`config.mk`:
```
export PLATFORM = sky130hd
export DESIGN_NAME = delivery_game_sensor_sched_flat
export DESIGN_NICKNAME = d
export VERILOG_FILES = /design/src/rtl/delivery_game_sched_pkg.sv /design/src/rtl/delivery_game_sensor_sched_if.sv /design/src/rtl/delivery_game_sched_timer.sv /design/src/rtl/delivery_game_sensor_sched.sv /design/src/flat_wrapper.sv
export SDC_FILE = /design/constraint.sdc
export NUM_CORES = 1
export LEC_CHECK = 0
export CELL_PAD_IN_SITES_DETAIL_PLACEMENT = 0
export CELL_PAD_IN_SITES_GLOBAL_PLACEMENT = 1
export CORE_UTILIZATION = 44
export DETAILED_ROUTE_END_ITERATION = 6
export PLACE_DENSITY = 0.83
export SYNTH_ARGS = -nofsm -noshare
export SYNTH_HDL_FRONTEND = slang
export SYNTH_HIERARCHICAL = 1
export SYNTH_SLANG_ARGS = --single-unit
```
`constraint.sdc`:
```
create_clock -name clock -period 3.6 [get_ports clock]
set_clock_uncertainty 0.15 [all_clocks]
set_input_delay 0.36 -clock clock [delete_from_list [all_inputs] [get_ports clock]]
set_output_delay 0.36 -clock clock [all_outputs]
set_load 0.005 [all_outputs]
```
`src/rtl/delivery_game_sched_pkg.sv`:
```
// Shared types for the delivery game measurement scheduler: FSM state codes
// (also exported on db_estado) and velocity-level limits.
package delivery_game_sched_pkg;
  localparam int VEL_W   = 3;
  localparam int VEL_MAX = 7;

  typedef enum logic [3:0] {
    S_IDLE   = 4'd0,
    S_RST    = 4'd1,
    S_START1 = 4'd2,
    S_WAIT1  = 4'd3,
    S_GAP    = 4'd4,
    S_START2 = 4'd5,
    S_WAIT2  = 4'd6,
    S_CALC   = 4'd7,
    S_DONE   = 4'd8,
    S_FAIL   = 4'd9
  } state_e;

  function automatic int max_int(int a, int b);
    return (a > b) ? a : b;
  endfunction
endpackage

```
`src/rtl/delivery_game_sensor_sched_if.sv`:
```
// Game-UC / ultrasonic-side signals of the scheduler. master = requester and
// sensor side (drives request and samples), slave = the scheduler.
interface delivery_game_sensor_sched_if #(parameter int DIST_W = 12);
  import delivery_game_sched_pkg::*;

  logic              get_velocity;
  logic              medida_pronto;
  logic [DIST_W-1:0] medida;
  logic              reset_ultrasonico;
  logic              medir;
  logic [VEL_W-1:0]  velocity;
  logic              velocity_ready;
  logic              velocity_timeout;
  logic              busy;
  logic [3:0]        db_estado;

  modport master (
    output get_velocity, medida_pronto, medida,
    input  reset_ultrasonico, medir, velocity, velocity_ready,
           velocity_timeout, busy, db_estado
  );

  modport slave (
    input  get_velocity, medida_pronto, medida,
    output reset_ultrasonico, medir, velocity, velocity_ready,
           velocity_timeout, busy, db_estado
  );
endinterface

```
`src/rtl/delivery_game_sched_timer.sv`:
```
// Loadable down-counter shared by sample timeout and inter-sample gap.
// expired is high while the count is 1, i.e. on the Nth cycle after a load of N.
module delivery_game_sched_timer #(
  parameter int W = 8
) (
  input  logic         clock,
  input  logic         reset,
  input  logic         load,
  input  logic [W-1:0] value,
  output logic         expired
);
  logic [W-1:0] cnt_q, cnt_d;

  always_comb begin
    cnt_d = cnt_q;
    if (load)            cnt_d = value;
    else if (cnt_q != '0) cnt_d = cnt_q - W'(1);
  end

  always_ff @(posedge clock or negedge reset) begin
    if (!reset) cnt_q <= '0;
    else        cnt_q <= cnt_d;
  end

  assign expired = (cnt_q == W'(1));
endmodule

```
`src/rtl/delivery_game_sensor_sched.sv`:
```
// Velocity measurement scheduler: sensor reset, two timed samples with retry,
// drop -> 3-bit level. Optional DELIVERY_SCHED_FILTER_EN averages with last raw level.
module delivery_game_sensor_sched
  import delivery_game_sched_pkg::*;
#(
  parameter int DIST_W         = 12,
  parameter int TIMEOUT_CYCLES = 5000000,
  parameter int GAP_CYCLES     = 2500000,
  parameter int MAX_RETRY      = 2,
  parameter int VEL_SHIFT      = 2
) (
  input logic clock,
  input logic reset,
  delivery_game_sensor_sched_if.slave bus
);
  localparam int TW = $clog2(max_int(TIMEOUT_CYCLES, GAP_CYCLES) + 1);
  localparam logic [1:0] MAX_R = 2'(MAX_RETRY);

  state_e            state_q, state_d;
  logic [DIST_W-1:0] d1_q, d1_d, d2_q, d2_d;
  logic [1:0]        retry_q, retry_d;
  logic [VEL_W-1:0]  vel_q, vel_d, vel_calc, level;
  logic              rst_us_q, medir_q, ready_q, tout_q;
  logic              tmr_load, tmr_expired;
  logic [TW-1:0]     tmr_val;
  logic [DIST_W-1:0] diff, shifted;

  delivery_game_sched_timer #(.W(TW)) u_timer (
    .clock(clock), .reset(reset), .load(tmr_load), .value(tmr_val), .expired(tmr_expired)
  );

  always_comb begin
    diff    = d1_q - d2_q;
    shifted = diff >> VEL_SHIFT;
    if (d2_q >= d1_q)                      level = '0;
    else if (shifted > DIST_W'(VEL_MAX))   level = VEL_W'(VEL_MAX);
    else                                   level = shifted[VEL_W-1:0];
  end

`ifdef DELIVERY_SCHED_FILTER_EN
  logic [VEL_W-1:0] prev_q, prev_d;
  logic [VEL_W:0]   sum;
  always_comb begin
    sum      = {1'b0, level} + {1'b0, prev_q} + (VEL_W+1)'(1);
    vel_calc = sum[VEL_W:1];
    prev_d   = (state_q == S_CALC) ? level : prev_q;
  end
  always_ff @(posedge clock or negedge reset) begin
    if (!reset) prev_q <= '0;
    else        prev_q <= prev_d;
  end
`else
  assign vel_calc = level;
`endif

  always_comb begin
    state_d  = state_q;
    d1_d     = d1_q;
    d2_d     = d2_q;
    retry_d  = retry_q;
    vel_d    = vel_q;
    tmr_load = 1'b0;
    tmr_val  = '0;
    case (state_q)
      S_IDLE:   if (bus.get_velocity) state_d = S_RST;
      S_RST: begin
        retry_d = '0;
        state_d = S_START1;
      end
      S_START1, S_START2: begin
        tmr_load = 1'b1;
        tmr_val  = TW'(TIMEOUT_CYCLES);
        state_d  = (state_q == S_START1) ? S_WAIT1 : S_WAIT2;
      end
      S_WAIT1, S_WAIT2: begin
        // A done arriving on the expiry cycle is still accepted.
        if (bus.medida_pronto) begin
          retry_d = '0;
          if (state_q == S_WAIT1) begin
            d1_d     = bus.medida;
            tmr_load = 1'b1;
            tmr_val  = TW'(GAP_CYCLES);
            state_d  = S_GAP;
          end else begin
            d2_d    = bus.medida;
            state_d = S_CALC;
          end
        end else if (tmr_expired) begin
          if (retry_q < MAX_R) begin
            retry_d = retry_q + 2'd1;
            state_d = (state_q == S_WAIT1) ? S_START1 : S_START2;
          end else begin
            vel_d   = '0;
            state_d = S_FAIL;
          end
        end
      end
      S_GAP:    if (tmr_expired) state_d = S_START2;
      S_CALC: begin
        vel_d   = vel_calc;
        state_d = S_DONE;
      end
      default:  state_d = S_IDLE;
    endcase
  end

  always_ff @(posedge clock or negedge reset) begin
    if (!reset) begin
      state_q  <= S_IDLE;
      d1_q     <= '0;
      d2_q     <= '0;
      retry_q  <= '0;
      vel_q    <= '0;
      rst_us_q <= 1'b0;
      medir_q  <= 1'b0;
      ready_q  <= 1'b0;
      tout_q   <= 1'b0;
    end else begin
      state_q  <= state_d;
      d1_q     <= d1_d;
      d2_q     <= d2_d;
      retry_q  <= retry_d;
      vel_q    <= vel_d;
      rst_us_q <= (state_d == S_RST);
      medir_q  <= (state_d == S_START1) || (state_d == S_START2);
      ready_q  <= (state_d == S_DONE);
      tout_q   <= (state_d == S_FAIL);
    end
  end

  assign bus.reset_ultrasonico = rst_us_q;
  assign bus.medir             = medir_q;
  assign bus.velocity          = vel_q;
  assign bus.velocity_ready    = ready_q;
  assign bus.velocity_timeout  = tout_q;
  assign bus.busy              = (state_q != S_IDLE);
  assign bus.db_estado         = state_q;
endmodule

```
`src/flat_wrapper.sv`:
```
// flat-port wrapper written by rule: the top's interface ports become plain ports
module delivery_game_sensor_sched_flat import delivery_game_sched_pkg::*;
#(
  parameter int DIST_W         = 12,
  parameter int TIMEOUT_CYCLES = 5000000,
  parameter int GAP_CYCLES     = 2500000,
  parameter int MAX_RETRY      = 2,
  parameter int VEL_SHIFT      = 2
)
  (clock, reset, bus_get_velocity, bus_medida_pronto, bus_medida, bus_reset_ultrasonico, bus_medir, bus_velocity, bus_velocity_ready, bus_velocity_timeout, bus_busy, bus_db_estado);
  delivery_game_sensor_sched_if #(.DIST_W(DIST_W)) bus_i ();
  input logic clock;
  input logic reset;
  input wire logic [$bits(bus_i.get_velocity)-1:0] bus_get_velocity;
  input wire logic [$bits(bus_i.medida_pronto)-1:0] bus_medida_pronto;
  input wire logic [$bits(bus_i.medida)-1:0] bus_medida;
  output wire logic [$bits(bus_i.reset_ultrasonico)-1:0] bus_reset_ultrasonico;
  output wire logic [$bits(bus_i.medir)-1:0] bus_medir;
  output wire logic [$bits(bus_i.velocity)-1:0] bus_velocity;
  output wire logic [$bits(bus_i.velocity_ready)-1:0] bus_velocity_ready;
  output wire logic [$bits(bus_i.velocity_timeout)-1:0] bus_velocity_timeout;
  output wire logic [$bits(bus_i.busy)-1:0] bus_busy;
  output wire logic [$bits(bus_i.db_estado)-1:0] bus_db_estado;
  assign bus_i.get_velocity = bus_get_velocity;
  assign bus_i.medida_pronto = bus_medida_pronto;
  assign bus_i.medida = bus_medida;
  assign bus_reset_ultrasonico = bus_i.reset_ultrasonico;
  assign bus_medir = bus_i.medir;
  assign bus_velocity = bus_i.velocity;
  assign bus_velocity_ready = bus_i.velocity_ready;
  assign bus_velocity_timeout = bus_i.velocity_timeout;
  assign bus_busy = bus_i.busy;
  assign bus_db_estado = bus_i.db_estado;
  delivery_game_sensor_sched #(.DIST_W(DIST_W), .TIMEOUT_CYCLES(TIMEOUT_CYCLES), .GAP_CYCLES(GAP_CYCLES), .MAX_RETRY(MAX_RETRY), .VEL_SHIFT(VEL_SHIFT)) u_core (.clock(clock), .reset(reset), .bus(bus_i));
endmodule
```
==> metrics, run 1 <==
CTS HTree Levels 3; cells after synthesis 384; worst skew pair latency 0.34 ns; postcts setup bufs 0; Fin Setup TNS 0 ns; complex-gate fraction of the synthesized area 16.8%; share of cells above drive strength 1 8.73%; total track usage 20.3%; CP Launch Type flop; Worst EP required 3.68 ns; Post-Place Cells 506; DR WL met3 253 um; r2r endpoint u_core/bus.medir$_DFF_PN0_; critical path capture point u_core/bus.medir$_DFF_PN0_; cts repair resizes 0; Vias/cell 5.33; most common cell in the netlist nand2_1; DR WL met2 3340 um; register area 1500 um^2; Crit. End Element flop; core footprint 7370 um^2; layout filler cell count 714; worst slack at placement 0.382 ns; Synth area leaders dfrtp_1 44%, nand2_1 8.2%, ha_1 5.2%, o21ai_0 4.7%, xnor2_1 3.9%; pin count of the biggest net entering global routing 36; Slew headroom 45.8%; Ys Warns 6; routability cong. 0.816; EDFF count, synth 0; VDD IR max 382 uV; via count 2,786; I/O Buffers 27; status complete, no violations; Num CTS Buffers 9; multi-input logic area 1760 um^2; die width 89.8 um; first-pass GRT wire length 12,900 um; critical path class flop to flop; IO Pins 28; Worst-Margin Slew 0.813 ns; Post-Synth XOR/XNOR Area 5.68%; post-synthesis async set-or-reset flop share 100%; n_diodes 0; most frequent cells after synthesis 74 x nand2_1, 60 x dfrtp_1, 32 x o21ai_0, 24 x inv_1, 20 x nor2_1; Max Cap Viol 0; DRT Pass-1 Iters 5; Chip Height 89.8 um; CTS Root Cell clkbuf_8; final WL 7480 um; Final period util 90.5%; Nets 449; fraction of synthesized area in multiplexers 1.29%; initial antenna violation count 0; Hold WS 0.342 ns; worst setup margin 0.344 ns; flop and latch count out of synthesis 60; total grt overflow 0; crit path from u_core/u_timer/cnt_q[12]$_DFFE_PN0P_; clk buf depth 2; Synth area leader dfrtp_1; synthesized area 3390 um^2; Leak 1.78 nW; Final min period 3.26 ns; Worst-path clk slew 0.06 ns; Die Area 8060 um^2; top_reg_cell synth dfrtp_1; Max Freq 0.307 GHz; Worst Path Arrival 3.34 ns; final antenna-violating net count 0; Core Util, Final 54.4%; Wirelength per Cell 14.3 um; layout overhead on the synthesized area 18.2%; M1 WL 3760 um; Avg Cell Area, Syn 8.83 um^2; highest routed layer met4; largest family of logic cells by synthesized area simple AND/OR/NAND/NOR gates; Slew Viols, Final 0; final non-filler cell total 523; Clock Sink Count 60; drt initial violations 199; row count 31; R2R Setup Slk 0.34 ns; DRC violation count after routing 0; setup repair after global routing missed its margin false; Finish-stage setup viols 0; Worst Reg-to-Reg Cells 8; CTS tree built; crit-path max FO 9; Worst Hold Class flop to flop; Distinct cells, synth 54; final hold vios 0; number of global-route vias before repair 2,669; Seq/Total Area, Yosys 44.3%; PD cells 911 nW/um^2; starting density of the core 46.0%; Synth Area in Simple Gates 21.8%; area share of fa/ha/maj cells after synthesis 5.17%; DP HPWL 5260 um; FF-to-FF Start u_core/u_timer/cnt_q[12]$_DFFE_PN0P_; share of the synthesized area in the top cell type 44.3%
[flip-flops by register name (all words and copies together), names as in the netlist]
register,count
u_core/bus.velocity_timeout,1
u_core/bus.velocity_ready,1
u_core/bus.db_estado,4
u_core/d2_q,12
u_core/bus.reset_ultrasonico,1
u_core/bus.velocity,3
u_core/u_timer/cnt_q,23
u_core/d1_q,12
u_core/bus.medir,1
u_core/retry_q,2
[power breakdown]
part / total, W / internal [W] / switching (W)
Combinational: 0.00178 / 0.000787 / 0.000989
Clock: 0.000665 / 0.000405 / 0.000260
Sequential: 0.00121 / 0.000962 / 0.000248
[logic make-up (layout without fill, tap and decap cells)]
family          count (synthesis)  in the layout
simple gates                  153            153
compound gates                 89             89
flops                          60             60
buf+inv                        41             73
xor+xnor                       22             22
fa+ha+maj                      14             14
mux                             4              4
other cells                     1              9
[metrics by stage]
step / power (W) / instance area, um^2
floorplan: 0.00250 / 3420
global placement: 0.00292 / 3780
detailed placement: 0.00298 / 3780
CTS: 0.00367 / 4010
global route: 0.00397 / 4010
finish: 0.00365 / 4010
[layout make-up]
| cell class | count | share of cell area (%) |
|---|---|---|
| clock buffer | 11 | 3.53 |
| tap | 99 | 3.09 |
| clock inverter | 5 | 1.87 |
| timing repair buffer | 33 | 7.81 |
| sequential | 60 | 37.5 |
| inverter | 24 | 2.25 |
| multi-input combinational | 291 | 44.0 |
[worst min-delay path by stage]
stage / from / to / slack, ns / depth (start not counted)
floorplan: reset / u_core/bus.db_estado[0]$_DFF_PN0_ / -0.09 / 0
global placement: u_core/d1_q[2]$_DFFE_PN0P_ / u_core/d1_q[2]$_DFFE_PN0P_ / 0.32 / 2
detailed placement: u_core/d1_q[9]$_DFFE_PN0P_ / u_core/d1_q[9]$_DFFE_PN0P_ / 0.32 / 2
CTS: u_core/d1_q[9]$_DFFE_PN0P_ / u_core/d1_q[9]$_DFFE_PN0P_ / 0.34 / 2
global route: u_core/d1_q[11]$_DFFE_PN0P_ / u_core/d1_q[11]$_DFFE_PN0P_ / 0.37 / 2
finish: u_core/d1_q[10]$_DFFE_PN0P_ / u_core/d1_q[10]$_DFFE_PN0P_ / 0.34 / 2
[layout by cell type, fill, tap and decap left out, types with 3 or more instances in the layout]
cell / synthesis / layout
a22oi_1: 3 / 3
mux2_2: 3 / 3
a21o_1: 4 / 4
o31ai_1: 9 / 9
o21ai_1: 6 / 6
or4_1: 4 / 4
xnor2_1: 15 / 15
nand3_1: 6 / 6
nor4_1: 6 / 6
o21ai_0: 32 / 31
buf_4: 0 / 5
clkinv_2: 0 / 3
inv_1: 24 / 24
conb_1: 1 / 9
nand2_1: 74 / 74
nor3_1: 9 / 9
xor2_1: 7 / 7
nor2b_1: 7 / 7
a31oi_1: 3 / 3
dfrtp_1: 60 / 60
nor2_1: 20 / 20
clkbuf_8: 0 / 10
o41ai_1: 3 / 3
a21oi_1: 13 / 13
clkdlybuf4s50_1: 0 / 26
ha_1: 14 / 14
nand4_1: 6 / 6
or3_1: 6 / 6
[critical path, cell delays in order, from the launching register on]
cell and delay (ns):
dfrtp_1 0.44, or4_1 0.70, or4b_4 0.57, nor2_1 0.46, nor2b_1 0.19, o21ai_0 0.08, a31oi_1 0.18, nor2_1 0.08
o31ai_1 0.29
[routing by layer]
| layer | GRT usage, % | vias up |
|---|---|---|
| met5 | 0 | - |
| met4 | 8.74 | 0 |
| met3 | 3.21 | 9 |
| met2 | 30.5 | 59 |
| met1 | 29.0 | 1328 |
| li1 | - | 1390 |
[repair_timing]
| action | CTS | global route |
|---|---|---|
| hold buffers | 1 | 0 |
| hold endpoints to repair | 34 | 0 |
| endpoints found under the setup margin | 0 | 0 |
No activity file was read; power rests on OpenSTA's default activity.
==> run 2, diff against run 1 <==
- CORE_UTILIZATION: 44 -> 48
- PLACE_DENSITY: 0.83 -> 0.89
- clock period: 3.6 -> 4.15 ns (I/O delays scaled with it)
==> run 2 against run 1 <==
  * Flip-flop and latch count unchanged
  * Via count shrank 1.0%
  * Critical path type unchanged
  * Design area fell by 0.44%
  * Power decreased by 15%
  * Non-clock buffer count did not move
  * Hold slack got worse by 0.0035 ns
  * Register-to-register slack better by 0.59 ns
  * Largest power group unchanged
  * Die area shrank 8.1%
  * Worst setup slack improved by 0.59 ns
==> metrics, run 2 (same netlist as run 1, synthesis figures left out) <==
final antenna-violating net count 0 (unchanged); Nets 449 (unchanged); I/O Buffers 27 (unchanged); Hold Path Origin u_core/d1_q[2]$_DFFE_PN0P_; Crit. End Element flop; IO Pins 28 (unchanged); starting density of the core 49.9% (+3.9 points); FF-to-FF Start u_core/u_timer/cnt_q[12]$_DFFE_PN0P_; core footprint 6790 um^2 (-7.8%); Worst Path Arrival 3.29 ns (-0.05 ns); final WL 7090 um (-5.2%); pin count of the biggest net entering global routing 32 (-11%); worst setup margin 0.937 ns (+0.593 ns); Worst Hold Class flop to flop; largest registers u_core/u_timer/cnt_q (23), u_core/d1_q (12), u_core/d2_q (12); max reg flops 23 (unchanged); most common cell after layout, fill and taps aside nand2_1; Max Cap Viol 0 (unchanged); postcts setup bufs 0 (unchanged); DP HPWL 4910 um (-6.8%); Most flops, register u_core/u_timer/cnt_q; crit path max-delay cell type or4_1; setup repair after global routing missed its margin false; die width 86.1 um (-4.2%); routability cong. 0.790 (-3.1%); Num CTS Buffers 9 (unchanged); via count 2,757 (-1.0%); crit path from u_core/u_timer/cnt_q[12]$_DFFE_PN0P_; Chip Height 86.1 um (-4.2%); worst skew pair latency 0.33 ns (about the same); layout overhead on the synthesized area 17.6%; CTS tree built; total grt overflow 0 (unchanged); DRT Pass-1 Iters 5 (unchanged); Die Area 7400 um^2 (-8.1%); total track usage 21.6% (+1.3 points); status complete, no violations; DP Area 3780 um^2 (about the same); CP Cell Sequence or4_1 -> or4b_4 -> nor2_1 -> nor2b_1 -> nor4b_1 -> o21ai_0 -> nand4_1 -> o31ai_1; Worst-path clk slew 0.07 ns (about the same); Slew headroom 39.9% (-5.9 points); final hold vios 0 (unchanged); Wirelength per Cell 13.6 um (-4.6%); Final Cell Area 3990 um^2 (-0.44%); row count 30 (-3.2%); first-pass GRT wire length 12,300 um (-4.6%); n_diodes 0 (unchanged); Max stage delay on crit path 0.69 ns (about the same); PD cells 779 nW/um^2 (-14%); Finish-stage setup viols 0 (unchanged); Worst-Margin Slew 0.901 ns (+0.0886 ns); Clock Sink Count 60 (unchanged); number of global-route vias before repair 2,545 (-4.6%); Max Freq 0.311 GHz (+1.3%); drt initial violations 146 (-27%); Worst EP required 4.23 ns (+0.55 ns); Slew Viols, Final 0 (unchanged); Largest delay share family, worst path simple AND/OR/NAND/NOR gates; most frequent cells in the layout 74 x nand2_1, 60 x dfrtp_1, 31 x o21ai_0, 26 x clkdlybuf4s50_1, 24 x inv_1; Leak 1.77 nW (-0.61%); Fin Setup TNS 0 ns (unchanged); DRC violation count after routing 0 (unchanged); critical path class flop to flop; initial antenna violation count 0 (unchanged); crit-path max FO 9 (unchanged); Tot Pwr 0.00311 W (-15%); CTS Root Cell clkbuf_8; clk buf depth 2 (unchanged); worst slack at placement 0.952 ns (+0.571 ns); R2R Setup Slk 0.94 ns (+0.59 ns); share of cells above drive strength 1 8.73% (unchanged); CTS HTree Levels 3 (unchanged); CP Launch Type flop; VDD IR max 314 uV (-18%); Final min period 3.21 ns (-0.0429 ns); Final period util 77.4% (-13 points); Vias/cell 5.30 (-0.47%); Buf/Inv on CP 0 (unchanged)
[run 2: cell count changes in the layout (fill, tap and decap cells not counted)]
cell / delta
bufinv_16: -1
clkbuf_8: +1
clkinv_2: -1
clkinvlp_4: +1
[run 2: final cells by class]
cell class,count,area (um^2)
inverters,24,90.1
flip-flops and latches,60,1500
repair buffers,33,313
well taps,96,120
fillers,617,2810
clock inverters,4,47.5
multi-input cells,291,1760
clock buffers,12,155
[run 2: report_power, final]
part           switching (W)  internal [W]  leakage, nW  total, W
Combinational       0.000847      0.000686        0.911   0.00153
Sequential          0.000210      0.000834        0.758   0.00104
Clock               0.000222      0.000308        0.102  0.000530
[run 2: metal layers]
metal / wire length (um) / global-route usage (%) / share of wire [%]
met4: 50 / 8.18 / 0.71
met3: 242 / 3.18 / 3.4
met1: 3720 / 32.0 / 52
met2: 3080 / 32.0 / 43
met5: 0 / 0 / 0
[run 2: what timing repair did]
item                      4_1_cts  5_1_grt
resized for setup               0        0
hold endpoints to repair       29        0
hold buffers                    1        0
[run 2: through the flow]
step	hold WS, ns	cells	util [%]
6_report	0.338	520	58.7
3_3_place_gp	0.315	503	55.6
3_5_place_dp	0.326	503	55.6
4_1_cts	0.342	520	58.7
5_1_grt	0.372	520	58.7
2_1_floorplan	-0.0306	392	-
[run 2: path summary, 6_finish.rpt]
path                                                       end  cells after the start
min in group asynchronous  u_core/u_timer/cnt_q[5]$_DFFE_PN0P_                      2
min                                 u_core/d1_q[2]$_DFFE_PN0P_                      2
min reg2reg                         u_core/d1_q[2]$_DFFE_PN0P_                      2
max reg2reg                         u_core/bus.medir$_DFF_PN0_                      8
max                                 u_core/bus.medir$_DFF_PN0_                      8
max in group asynchronous           u_core/d2_q[8]$_DFFE_PN0P_                      3
[run 2: worst register-to-register path, stage by stage (launching register included)]
cell     delay (ns)
dfrtp_1        0.44
or4_1          0.70
or4b_4         0.58
nor2_1         0.45
nor2b_1        0.21
nor4b_1        0.06
o21ai_0        0.29
nand4_1        0.14
o31ai_1        0.10
==> run 3, diff against run 2 <==
- CORE_UTILIZATION: 48 -> 44
- PLACE_DENSITY: 0.89 -> 0.83
- clock period: 4.15 -> 3.3 ns (I/O delays scaled with it)
==> run 3 against run 2 <==
  * Power rose by 25%
  * Sequential share of layout area shrank 0.12 points
  * Final cell count rose by 0.77%
  * Via count about the same
  * Design area up 0.31%
  * Hold slack worse by 0.00098 ns
  * Clock power up 28%
  * First-iteration DRC count rose by 19%
==> metrics, run 3 (same netlist as run 1, synthesis figures left out) <==
total grt overflow 0 (unchanged); total track usage 19.6% (-2.0 points); routability cong. 0.829 (+4.9%); Hold Path Depth 2 (unchanged); initial antenna violation count 0 (unchanged); core footprint 7370 um^2 (+8.5%); DRC violation count after routing 0 (unchanged); hold endpoint u_core/d1_q[10]$_DFFE_PN0P_; Core Util, Final 54.3% (-4.4 points); CTS tree built; R2R Setup Slk 0.29 ns (-0.65 ns); CTS HTree Levels 3 (unchanged); CP Cell Sequence or4_1 -> or4b_4 -> nor2_1 -> buf_4 -> nor2b_1 -> o21ai_0 -> a31oi_1 -> nor2_1 -> o31ai_1; I/O Buffers 27 (unchanged); share of cells above drive strength 1 8.71% (-0.021 points); DP HPWL 4910 um (about the same); PD cells 975 nW/um^2 (+25%); status complete, no violations; via count 2,755 (-0.073%); Most flops, register u_core/u_timer/cnt_q; Max Cap Viol 0 (unchanged); final non-filler cell total 524 (+0.77%); Worst Path Arrival 3.10 ns (-0.19 ns); Critical Path Most Common Cell nor2_1; die width 89.8 um (+4.3%); n_diodes 0 (unchanged); crit path max-delay cell type or4_1; worst skew pair latency 0.34 ns (about the same); setup repair after global routing missed its margin false; CP Launch Type flop; FF-to-FF Start u_core/u_timer/cnt_q[12]$_DFFE_PN0P_; CTS Root Cell clkbuf_8; Vias/cell 5.26 (-0.84%); starting density of the core 46.0% (-3.9 points); Die Area 8060 um^2 (+8.9%); Final Cell Area 4000 um^2 (+0.31%); Num CTS Buffers 9 (unchanged); Crit. End Element flop; Post-Place Cells 507 (+0.80%); most common cell after layout, fill and taps aside nand2_1; Leak 1.77 nW (about the same); Final period util 91.2% (+14 points); final WL 7070 um (-0.35%); IO Pins 28 (unchanged); Worst-path clk slew 0.07 ns (about the same); crit-path max FO 9 (unchanged); r2r endpoint u_core/bus.medir$_DFF_PN0_; Clock Sink Count 60 (unchanged); Worst-Margin Slew 0.970 ns (+0.0687 ns); DRT Pass-1 Iters 4 (-1); Chip Height 89.8 um (+4.3%); most frequent cells in the layout 74 x nand2_1, 60 x dfrtp_1, 31 x o21ai_0, 26 x clkdlybuf4s50_1, 24 x inv_1; Hold WS 0.337 ns (-0.000979 ns); Hold Path Origin u_core/d1_q[10]$_DFFE_PN0P_; Fin Setup TNS 0 ns (unchanged); VDD IR max 422 uV (+34%); final antenna-violating net count 0 (unchanged); Max Freq 0.332 GHz (+6.8%); Finish-stage setup viols 0 (unchanged); row count 31 (+3.3%); DP Area 3790 um^2 (+0.30%); Worst Hold Class flop to flop; clk buf depth 2 (unchanged); Slew Viols, Final 0 (unchanged); Final min period 3.01 ns (-0.204 ns); drt initial violations 174 (+19%); Wirelength per Cell 13.5 um (-1.1%); layout overhead on the synthesized area 18.0%; critical path class flop to flop; first-pass GRT wire length 12,600 um (+2.5%); pin count of the biggest net entering global routing 35 (+9.4%); Max stage delay on crit path 0.70 ns (about the same); max reg flops 23 (unchanged); largest registers u_core/u_timer/cnt_q (23), u_core/d1_q (12), u_core/d2_q (12); Slew headroom 35.3% (-4.6 points); final hold vios 0 (unchanged); Worst EP required 3.39 ns (-0.84 ns); number of global-route vias before repair 2,673 (+5.0%); Nets 450 (+0.22%); Worst Reg-to-Reg Cells 9 (+1)
run 3: metal layers:
metal | wire, um | GRT usage [%]
met5 | 0 | 0
met4 | 133 | 7.79
met3 | 349 | 3.89
met2 | 3070 | 29.5
met1 | 3510 | 27.6
run 3: area by class of cell:
cell class / instances / area [um^2]
clock buffer: 13 / 159
clock inverter: 3 / 45.0
fill: 695 / 3370
inverter: 24 / 90.1
multi-input combinational: 291 / 1760
sequential: 60 / 1500
tap: 99 / 124
timing repair buffer: 34 / 320
run 3: where the power goes:
part	internal, W	switching [W]	leakage [nW]
clock network	0.000391	0.000291	0.0959
logic	0.000857	0.00105	0.916
registers	0.00105	0.000262	0.758
run 3: repair_timing:
item,CTS,global route
hold buffers,1,0
hold endpoints to repair,26,0
buffers inserted,0,0
endpoints found under the setup margin,0,0
gates resized for setup,0,0
run 3: critical path, delay by kind of cell, from the launching register on:
| family | cells | cell delay [ns] |
|---|---|---|
| AOI/OAI and AO/OA | 3 | 0.53 |
| DFF | 1 | 0.44 |
| and+or+nand+nor | 5 | 1.62 |
| buffers and inverters | 1 | 0.17 |
run 3: worst max path at each step:
stage                                               startpoint                          to  slack (ns)  depth (start not counted)
after CTS                 u_core/u_timer/cnt_q[12]$_DFFE_PN0P_  u_core/bus.medir$_DFF_PN0_        0.30                          9
after floorplan           u_core/u_timer/cnt_q[12]$_DFFE_PN0P_  u_core/bus.medir$_DFF_PN0_        0.46                         10
after detailed placement  u_core/u_timer/cnt_q[12]$_DFFE_PN0P_  u_core/bus.medir$_DFF_PN0_        0.33                          9
after global routing      u_core/u_timer/cnt_q[12]$_DFFE_PN0P_  u_core/bus.medir$_DFF_PN0_        0.03                          9
after global placement    u_core/u_timer/cnt_q[12]$_DFFE_PN0P_  u_core/bus.medir$_DFF_PN0_        0.39                          9
final                     u_core/u_timer/cnt_q[12]$_DFFE_PN0P_  u_core/bus.medir$_DFF_PN0_        0.29                          9
run 3: through the flow:
stage	setup WS [ns]	power, W
6_report	0.290	0.00390
5_1_grt	0.0274	0.00426
4_1_cts	0.303	0.00393
3_5_place_dp	0.330	0.00323
3_3_place_gp	0.388	0.00318
2_1_floorplan	0.462	0.00273
